File: config.mk
export PLATFORM = sky130hd
export DESIGN_NAME = rx_cmd_parser
export DESIGN_NICKNAME = d
export VERILOG_FILES = /design/src/rtl/rx_cmd_pkg.sv /design/src/rtl/rx_cmd_timeout.sv /design/src/rtl/rx_cmd_parser.sv
export SDC_FILE = /design/constraint.sdc
export NUM_CORES = 1
export LEC_CHECK = 0
export ABC_AREA = 1
export BUFFER_PORTS_ARGS = -buffer_cell sky130_fd_sc_hd__buf_2
export CAP_MARGIN = 30
export CORE_MARGIN = 2
export CORE_UTILIZATION = 35
export CTS_BUF_LIST = sky130_fd_sc_hd__clkbuf_8 sky130_fd_sc_hd__clkbuf_16
export DETAILED_ROUTE_END_ITERATION = 6
export GPL_TIMING_DRIVEN = 0
export PLACE_DENSITY_LB_ADDON = 0.25
export SYNTH_ARGS = -nofsm -noshare
export SYNTH_HDL_FRONTEND = slang
export SYNTH_HIERARCHICAL = 1
export SYNTH_SLANG_ARGS = --single-unit
File: constraint.sdc
create_clock -name CLK -period 2.17 [get_ports CLK]
set_clock_uncertainty 0.2 [all_clocks]
set_input_delay 0.434 -clock CLK [delete_from_list [all_inputs] [get_ports CLK]]
set_output_delay 0.434 -clock CLK [all_outputs]
set_load 0.01 [all_outputs]
File: src/rtl/rx_cmd_pkg.sv
// Shared definitions for rx_cmd_parser: frame opcodes, command-type codes
// and the parser FSM state encoding.
package rx_cmd_pkg;
    localparam logic [7:0] OP_WRITE   = 8'hAA;
    localparam logic [7:0] OP_READ    = 8'hBB;
    localparam logic [7:0] OP_ALU_OPS = 8'hCC;
    localparam logic [7:0] OP_ALU_FUN = 8'hDD;

    localparam logic [1:0] CT_WRITE     = 2'b00;
    localparam logic [1:0] CT_READ      = 2'b01;
    localparam logic [1:0] CT_ALU_OPS   = 2'b10;
    localparam logic [1:0] CT_ALU_NOOPS = 2'b11;

    typedef enum logic [2:0] {
        IDLE,
        WR_ADDR,
        WR_DATA,
        RD_ADDR,
        ALU_A,
        ALU_B,
        ALU_FUN,
        ISSUE
    } state_e;

    // True while a frame is partially received.
    function automatic logic is_mid_frame(input state_e s);
        return (s != IDLE) && (s != ISSUE);
    endfunction
endpackage

File: src/rtl/rx_cmd_timeout.sv
// Inter-byte timeout: down-counter reloaded on every received byte, flags expiry
// once TIMEOUT_CYCLES byte-free cycles have elapsed while a frame is in progress.
module rx_cmd_timeout #(
    parameter int TIMEOUT_CYCLES = 1024
) (
    input  logic i_clk,
    input  logic i_reset,
    input  logic i_clear,
    input  logic i_active,
    output logic o_expired
);
    localparam int CW = (TIMEOUT_CYCLES > 1) ? $clog2(TIMEOUT_CYCLES) : 1;
    localparam logic [CW-1:0] RELOAD = CW'(TIMEOUT_CYCLES - 1);

    logic [CW-1:0] r_count;

    always_ff @(posedge i_clk) begin
        if (i_reset) begin
            r_count <= RELOAD;
        end else if (i_clear || !i_active || (r_count == '0)) begin
            r_count <= RELOAD;
        end else begin
            r_count <= r_count - 1'b1;
        end
    end

    assign o_expired = i_active && !i_clear && (r_count == '0);
endmodule

File: src/rtl/rx_cmd_parser.sv
// Byte-stream command parser: assembles write/read/ALU frames from a UART receiver
// into a held command. Define RX_CMD_TIMEOUT_EN to abort frames stalled mid-way.
module rx_cmd_parser
    import rx_cmd_pkg::*;
#(
    parameter int DATA_WIDTH     = 8,
    parameter int ADDR_WIDTH     = 4,
    parameter int TIMEOUT_CYCLES = 1024
) (
    input  logic                  CLK,
    input  logic                  Reset,
    input  logic [DATA_WIDTH-1:0] Rx_Data,
    input  logic                  Rx_valid,
    input  logic                  Rx_error,
    input  logic                  Cmd_ready,
    output logic                  Cmd_valid,
    output logic [1:0]            Cmd_type,
    output logic [ADDR_WIDTH-1:0] Cmd_addr,
    output logic [DATA_WIDTH-1:0] Cmd_data,
    output logic [DATA_WIDTH-1:0] Cmd_opA,
    output logic [DATA_WIDTH-1:0] Cmd_opB,
    output logic [3:0]            Cmd_fun,
    output logic                  Cmd_error,
    output logic                  Overrun
);
    // state   | meaning
    // IDLE    | waiting for an opcode byte
    // WR_ADDR | write frame, expecting address
    // WR_DATA | write frame, expecting data
    // RD_ADDR | read frame, expecting address
    // ALU_A   | ALU frame, expecting operand A
    // ALU_B   | ALU frame, expecting operand B
    // ALU_FUN | ALU frame, expecting function byte
    // ISSUE   | command presented, waiting for Cmd_ready

    state_e                r_state, w_state_nxt;
    logic                  w_err_evt, w_ovr_evt, w_advance, w_addr_bad, w_timeout;
    logic                  r_alu_ops, r_cmd_error, r_overrun;
    logic [1:0]            r_cmd_type;
    logic [ADDR_WIDTH-1:0] r_cmd_addr, r_addr_sh;
    logic [DATA_WIDTH-1:0] r_cmd_data, r_cmd_opa, r_cmd_opb, r_opa_sh, r_opb_sh;
    logic [3:0]            r_cmd_fun;

    assign w_addr_bad = ((Rx_Data >> ADDR_WIDTH) != '0);

`ifdef RX_CMD_TIMEOUT_EN
    rx_cmd_timeout #(
        .TIMEOUT_CYCLES(TIMEOUT_CYCLES)
    ) u_timeout (
        .i_clk    (CLK),
        .i_reset  (Reset),
        .i_clear  (Rx_valid),
        .i_active (is_mid_frame(r_state)),
        .o_expired(w_timeout)
    );
`else
    logic w_unused_timeout_cfg;
    assign w_unused_timeout_cfg = (TIMEOUT_CYCLES != 0);
    assign w_timeout = 1'b0;
`endif

    always_ff @(posedge CLK) begin
        if (Reset) begin
            r_state <= IDLE;
        end else begin
            r_state <= w_state_nxt;
        end
    end

    always_comb begin
        w_state_nxt = r_state;
        w_err_evt   = 1'b0;
        w_ovr_evt   = 1'b0;
        w_advance   = 1'b0;
        if (r_state == ISSUE) begin
            w_ovr_evt = Rx_valid;
            if (Cmd_ready) begin
                w_state_nxt = IDLE;
            end
        end else if (w_timeout) begin
            w_state_nxt = IDLE;
            w_err_evt   = 1'b1;
        end else if (Rx_valid && Rx_error) begin
            w_state_nxt = IDLE;
            w_err_evt   = 1'b1;
        end else if (Rx_valid) begin
            w_advance = 1'b1;
            unique case (r_state)
                IDLE: begin
                    if (Rx_Data == DATA_WIDTH'(OP_WRITE)) begin
                        w_state_nxt = WR_ADDR;
                    end else if (Rx_Data == DATA_WIDTH'(OP_READ)) begin
                        w_state_nxt = RD_ADDR;
                    end else if (Rx_Data == DATA_WIDTH'(OP_ALU_OPS)) begin
                        w_state_nxt = ALU_A;
                    end else if (Rx_Data == DATA_WIDTH'(OP_ALU_FUN)) begin
                        w_state_nxt = ALU_FUN;
                    end else begin
                        w_advance = 1'b0;
                        w_err_evt = 1'b1;
                    end
                end
                WR_ADDR, RD_ADDR: begin
                    if (w_addr_bad) begin
                        w_advance   = 1'b0;
                        w_err_evt   = 1'b1;
                        w_state_nxt = IDLE;
                    end else begin
                        w_state_nxt = (r_state == WR_ADDR) ? WR_DATA : ISSUE;
                    end
                end
                WR_DATA: w_state_nxt = ISSUE;
                ALU_A:   w_state_nxt = ALU_B;
                ALU_B:   w_state_nxt = ALU_FUN;
                ALU_FUN: w_state_nxt = ISSUE;
                default: begin
                    w_advance   = 1'b0;
                    w_state_nxt = IDLE;
                end
            endcase
        end
    end

    // Intermediate bytes go to shadow registers so an aborted frame never
    // disturbs the visible payload; fields commit on the final byte only.
    always_ff @(posedge CLK) begin
        if (Reset) begin
            r_cmd_type  <= '0;
            r_cmd_addr  <= '0;
            r_cmd_data  <= '0;
            r_cmd_opa   <= '0;
            r_cmd_opb   <= '0;
            r_cmd_fun   <= '0;
            r_addr_sh   <= '0;
            r_opa_sh    <= '0;
            r_opb_sh    <= '0;
            r_alu_ops   <= 1'b0;
            r_cmd_error <= 1'b0;
            r_overrun   <= 1'b0;
        end else begin
            r_cmd_error <= w_err_evt;
            r_overrun   <= w_ovr_evt;
            if (w_advance) begin
                case (r_state)
                    IDLE:    r_alu_ops <= (Rx_Data == DATA_WIDTH'(OP_ALU_OPS));
                    WR_ADDR: r_addr_sh <= Rx_Data[ADDR_WIDTH-1:0];
                    WR_DATA: begin
                        r_cmd_type <= CT_WRITE;
                        r_cmd_addr <= r_addr_sh;
                        r_cmd_data <= Rx_Data;
                    end
                    RD_ADDR: begin
                        r_cmd_type <= CT_READ;
                        r_cmd_addr <= Rx_Data[ADDR_WIDTH-1:0];
                    end
                    ALU_A:   r_opa_sh <= Rx_Data;
                    ALU_B:   r_opb_sh <= Rx_Data;
                    ALU_FUN: begin
                        r_cmd_fun <= Rx_Data[3:0];
                        if (r_alu_ops) begin
                            r_cmd_type <= CT_ALU_OPS;
                            r_cmd_opa  <= r_opa_sh;
                            r_cmd_opb  <= r_opb_sh;
                        end else begin
                            r_cmd_type <= CT_ALU_NOOPS;
                        end
                    end
                    default: ;
                endcase
            end
        end
    end

    always_comb begin
        Cmd_valid = (r_state == ISSUE);
        Cmd_type  = r_cmd_type;
        Cmd_addr  = r_cmd_addr;
        Cmd_data  = r_cmd_data;
        Cmd_opA   = r_cmd_opa;
        Cmd_opB   = r_cmd_opb;
        Cmd_fun   = r_cmd_fun;
        Cmd_error = r_cmd_error;
        Overrun   = r_overrun;
    end
endmodule
-- Word-level counts from Yosys, hierarchy flattened
Cells that the tools add are included.
- eq/ne operators: 13
- bitwise operators: 1
- reduce and logical (&&, ||, !) cells: 21
- muxes and demuxes: 31
- operator list (operator ; count):
    8-bit == test, second input constant ; 4
    3-bit two-way mux ; 10
    1-bit two-way mux ; 16
    2-bit AND reduction ; 8
    3-bit one-hot mux with 5 select lines ; 1
    3-bit == test, second input constant ; 4
    4-bit one-hot mux with 2 select lines ; 1
    8-bit nonzero test ; 1
    2-bit OR reduction ; 4
    7-bit != test, second input constant ; 1
    3-bit by 2-bit == test with 1-bit output, second input constant ; 2
    2-bit one-hot mux with 3 select lines ; 1
    3-bit AND reduction ; 2
    3-bit nonzero test ; 2
    4-bit OR reduction ; 1
    3-bit by 1-bit == test with 1-bit output, second input constant ; 1
    3-bit zero test ; 1
    1-bit one-hot mux with 3 select lines ; 1
    2-bit != test, second input constant ; 1
    1-bit one-hot mux with 2 select lines ; 1
    2-bit nonzero test ; 1
    1-bit logical AND ; 1
    1-bit NOT ; 1
- output and inout bits: 37
- word-level logic and storage cells: 79
- input port bits: 13
- flip-flop bits (word level): 60

-- Longest topological paths before layout
- depth after elaboration: 10
- gate-level depth with buffers: 12
- depth with buffers taken out: 11

-- Least setup slack after synthesis
No wires, ideal clock.
- path kind: input to register
- start point: input port Rx_Data[2]
- end point: register r_cmd_type[0], in the netlist Cmd_type[0]
- stages: 11
- arrival time: 1506 ps
- library setup time: 132 ps
- path slack: 332 ps
- cell sequence: buf_2 > nor3_2 > o21ai_2 > nand2_1 > nand2_1 > nand2_2 > buf_6 > buf_6 > nand3_2 > nand2_1 > a21oi_1
- cells in the longest elaborated chain, start to end: 10
- RTL lines (item ; line ; text):
    from (decl) ; rx_cmd_parser.sv:12 ; input logic [DATA_WIDTH-1:0] Rx_Data,
    8-bit == test ; rx_cmd_parser.sv:96 ; end else if (Rx_Data == DATA_WIDTH'(OP_ALU_FUN)) begin
    1-bit two-way mux ; rx_cmd_parser.sv:96 ;
    1-bit two-way mux ; rx_cmd_parser.sv:94 ; end else if (Rx_Data == DATA_WIDTH'(OP_ALU_OPS)) begin
    1-bit two-way mux ; rx_cmd_parser.sv:92 ; end else if (Rx_Data == DATA_WIDTH'(OP_READ)) begin
    1-bit two-way mux * ; rx_cmd_parser.sv:90 ; if (Rx_Data == DATA_WIDTH'(OP_WRITE)) begin
    1-bit one-hot mux with 3 select lines * ; rx_cmd_parser.sv:88 ; unique case (r_state)
    1-bit two-way mux * ; rx_cmd_parser.sv:86 ; end else if (Rx_valid) begin
    1-bit two-way mux * ; rx_cmd_parser.sv:83 ; end else if (Rx_valid && Rx_error) begin
    1-bit two-way mux * ; rx_cmd_parser.sv:75 ; if (r_state == ISSUE) begin
    2-bit AND reduction (no line) * ; -- ;
    to (signal assigned) ; rx_cmd_parser.sv:128 ; r_cmd_type <= '0;
    to (signal assigned) ; rx_cmd_parser.sv:148 ; r_cmd_type <= CT_WRITE;
    to (signal assigned) ; rx_cmd_parser.sv:153 ; r_cmd_type <= CT_READ;
    to (decl) ; rx_cmd_parser.sv:39 ; logic [1:0] r_cmd_type;
Every way passes the cells marked *; elsewhere a longest branch is shown, timed or not.
A chain may end at the register's enable or synchronous reset.

-- Final worst setup path
- start point: register r_state[0]
- end point: register r_cmd_type[1], in the netlist Cmd_type[1]
- cells in the longest elaborated chain, start to end: 7
- RTL lines (item ; line ; text):
    from (decl) ; rx_cmd_parser.sv:36 ; state_e r_state, w_state_nxt;
    from (signal assigned) ; rx_cmd_parser.sv:66 ; r_state <= w_state_nxt;
    3-bit == test, or another cell as far along ; rx_cmd_parser.sv:88, rx_cmd_parser.sv:144 ;
    4-bit OR reduction (no line) / 2-bit OR reduction (equally long branches) ; -- ;
    1-bit one-hot mux with 3 select lines ; rx_cmd_parser.sv:88 ;
    1-bit two-way mux ; rx_cmd_parser.sv:86 ;
    1-bit two-way mux ; rx_cmd_parser.sv:83 ;
    1-bit two-way mux ; rx_cmd_parser.sv:75 ;
    2-bit AND reduction (no line) ; -- ;
Parallel ways exist; a longest one is shown, timed or not.

==> metrics.csv <==
stage,metric,value,unit
status,status,"finished, final reports clean",
worst_hold_path,worstHoldEndpoint,Cmd_error$_SDFF_PP0_,
power_and_ir_drop,p_sw,0.7089,mW
yosys,syn_nets,396,
power_and_ir_drop,p_leak,1.516,nW
yosys,synth_ff_type,dfxtp_1,
timing,final.min_clock_period,1983,ps
routing,wl,7.117,mm
final_layout,postLayoutCoreUtil,0.4329,
routing,vias,2660,
clocking,cts.hold.buffers_added,0,
yosys,seq_area_frac_synth,0.4424,
final_layout,layout-drive-gt1-share,0.2152,
power_and_ir_drop,switching_share,0.2795,
floorplanning,initial_core_util,0.3569,
worst_hold_path,worstHoldStart,Rx_valid,
worst_hold_path,min_path_type,in -> reg,
yosys,ys_top_cells_by_count,"101 x nand2_1, 60 x dfxtp_1, 47 x nor2_1",
setup_path,cp-end-kind,register,
timing,setup_viol,0,
routing,vias_per_cell,4.854,
timing,slew_headroom,0.6232,
global_route,grt_use_total,0.1793,
power_and_ir_drop,seqPwrFrac,0.445,
yosys,synthCells,383,
placement,gp_congestion,0.9335,
global_route,grt_pass1_wl,12.01,mm
yosys,async_reset_ff_frac,0,
flow_run,cap_violations,0,
timing,drv_slew,0,
yosys,ys_warn_count,6,
power_and_ir_drop,power.density,770.3,mW/mm²
timing,setup-tns-final,0,ps
power_and_ir_drop,clkPwrFrac,0.401,
clocking,htree_levels,3,
yosys,synth_seq_cells,60,
yosys,netlist_area,0.002715,mm²
yosys,synth_top_area_share,0.4424,
clocking,cts_resized,0,
setup_path,cp-start-kind,register,
setup_path,crit_type,reg -> reg,
floorplanning,ioPinCount,50,
setup_path,crit_required,2170,ps
clocking,cts_tree,done,
global_route,overflow,0,
power_and_ir_drop,totalPowerFinal,2.537,mW
power_and_ir_drop,p_int,1.828,mW
routing,wl_per_cell,12.99,µm
yosys,synth.largest_area_cell,dfxtp_1,
routing,drt_first_pass_iters,4,
final_layout,n_antenna_cell,0,
global_route,grt_pass1_vias,2593,
setup_path,r2r-start,r_state[0]$_SDFFE_PP0P_,
final_layout,final_net_count,454,
global_route,grt_max_degree,11,
timing,hold_violations,0,
yosys,avgSynthCellArea,7.089,µm²
floorplanning,fp.dieW,92.08,µm
timing,fmax,504.3,MHz
worst_hold_path,min_path_cells,3,
yosys,synth.most_common_cell,nand2_1,
placement,hpwl,5.083,mm
power_and_ir_drop,peakVddDrop,0.3442,mV
yosys,synth_area_leaders,"dfxtp_1 44%, nand2_1 14%, nand4_1 9.0%, a21oi_1 7.9%, nor2_1 6.5%",
floorplanning,core-area,0.007607,mm²
clocking,clkTransAtPathRegs,60,ps
timing,period_share,0.9137,
global_route,antenna_found_initial,0,
routing,drtAntennaViolNets,0,
final_layout,nFillCells,832,
floorplanning,rows,32,
power_and_ir_drop,p_comb_frac,0.154,
placement,port_buffers,47,
clocking,cts_inserted_buffers,9,
floorplanning,die_h,92.08,µm
clocking,cts_buffer_depth,2,
clocking,cts_setup_buffers,0,
setup_path,crit_arrival,1990,ps
final_layout,area_growth,21.29,%
floorplanning,die_area,0.008478,mm²
timing,rsz0062_at_grt,no,
timing,tightest_slew,560.9,ps
clocking,insertion_delay,340,ps
routing,drt_iter0_drc,80,
setup_path,cp_max_fo,10,
yosys,synth_edf_count,0,
setup_path,rr_endpoint,Cmd_type[1]$_SDFFE_PP0P_,
clocking,cts.sink_count,60,
setup_path,startpoint,r_state[0]$_SDFFE_PP0P_,
setup_path,r2r_setup_slack,190,ps
setup_path,worstRegToRegCells,9,
clocking,cts-root-buf,clkbuf_8,
yosys,ys_types,21,
routing,drc_errors,0,
layer usage:
layer,GRT usage,part of all wire
met4,0.08582,0.024
met1,0.2183,0.45
met2,0.2935,0.48
met3,0.04766,0.050
met5,0,0
sequential cells by signal (all words and copies together) (netlist names), 2 cells and up:
signal	count
r_state	3
r_addr_sh	4
Cmd_data	8
Cmd_type	2
Cmd_opA	8
Cmd_opB	8
r_opa_sh	8
Cmd_fun	4
Cmd_addr	4
r_opb_sh	8
layout make-up:
cell class / instances / area, µm² / share of cell area
Tap cell: 102 / 127.6 / 0.03875
Clock inverter: 5 / 51.30 / 0.01558
Timing Repair Buffer: 47 / 235.2 / 0.07143
Multi-Input combinational cell: 267 / 1260 / 0.3826
Clock buffer: 11 / 151.4 / 0.04597
Inverter: 32 / 120.1 / 0.03647
Sequential cell: 60 / 1201 / 0.3647
Buffer: 24 / 146.4 / 0.04445
power by group through the flow:
stage | Sequential [mW] | Clock (mW) | Combinational (mW)
CTS | 1.13 | 1.04 | 0.384
detailed placement | 1.15 | 0 | 0.383
floorplan | 1.15 | 0 | 0.282
global route | 1.13 | 1.09 | 0.431
finish | 1.13 | 1.02 | 0.391
global placement | 1.15 | 0 | 0.381
critical path, cell delays in order, from the launching register on:
cell and delay [ps]:
dfxtp_1 300, buf_2 180, nand3_2 140, nand2_1 100, nor2_1 180, clkbuf_4 260
buf_2 260, nand3_2 110, nand2_1 70, a21oi_1 50
cell families (layout without fill, tap and decap cells):
logic type / after synthesis / in the layout / share of synthesized area
compound gates: 51 / 51 / 0.09585
simple gates: 216 / 216 / 0.3654
flops: 60 / 60 / 0.4424
buf+inv: 56 / 119 / 0.09631
cells in the final DEF, fill, tap and decap left out, types with 2 or more instances in the layout:
master,instances
buf_6,5
nor2_2,3
clkbuf_4,2
nor3_1,5
nand3_1,12
inv_2,4
nor2_1,46
inv_1,29
dfxtp_1,60
buf_2,56
clkinv_2,2
nor3_2,2
nand3_2,5
nand4_1,39
o21ai_0,5
nand2_1,101
clkbuf_8,11
a21oi_1,43
clkbuf_1,8
per-stage QoR:
stage / cell area, µm² / std cells / hold WS (ps) / setup slack, ps
floorplan: 2715 / 383 / 241.0 / 331.8
global placement: 3078 / 532 / 250.9 / 50.25
detailed placement: 3078 / 532 / 251.7 / 43.05
CTS: 3281 / 548 / 158.2 / 141.1
global route: 3293 / 548 / 197.6 / 4.613
finish: 3293 / 548 / 163.6 / 187.2
worst max path at each step:
stage	endpoint
after floorplan	Cmd_type[0]$_SDFFE_PP0P_
after global placement	Cmd_fun[3]$_SDFFE_PP0P_
after detailed placement	Cmd_opA[5]$_SDFFE_PP0P_
after CTS	r_opb_sh[7]$_SDFFE_PP0P_
after global routing	Cmd_opA[4]$_SDFFE_PP0P_
final	Cmd_type[1]$_SDFFE_PP0P_
Power figures use the tool's default switching activity.
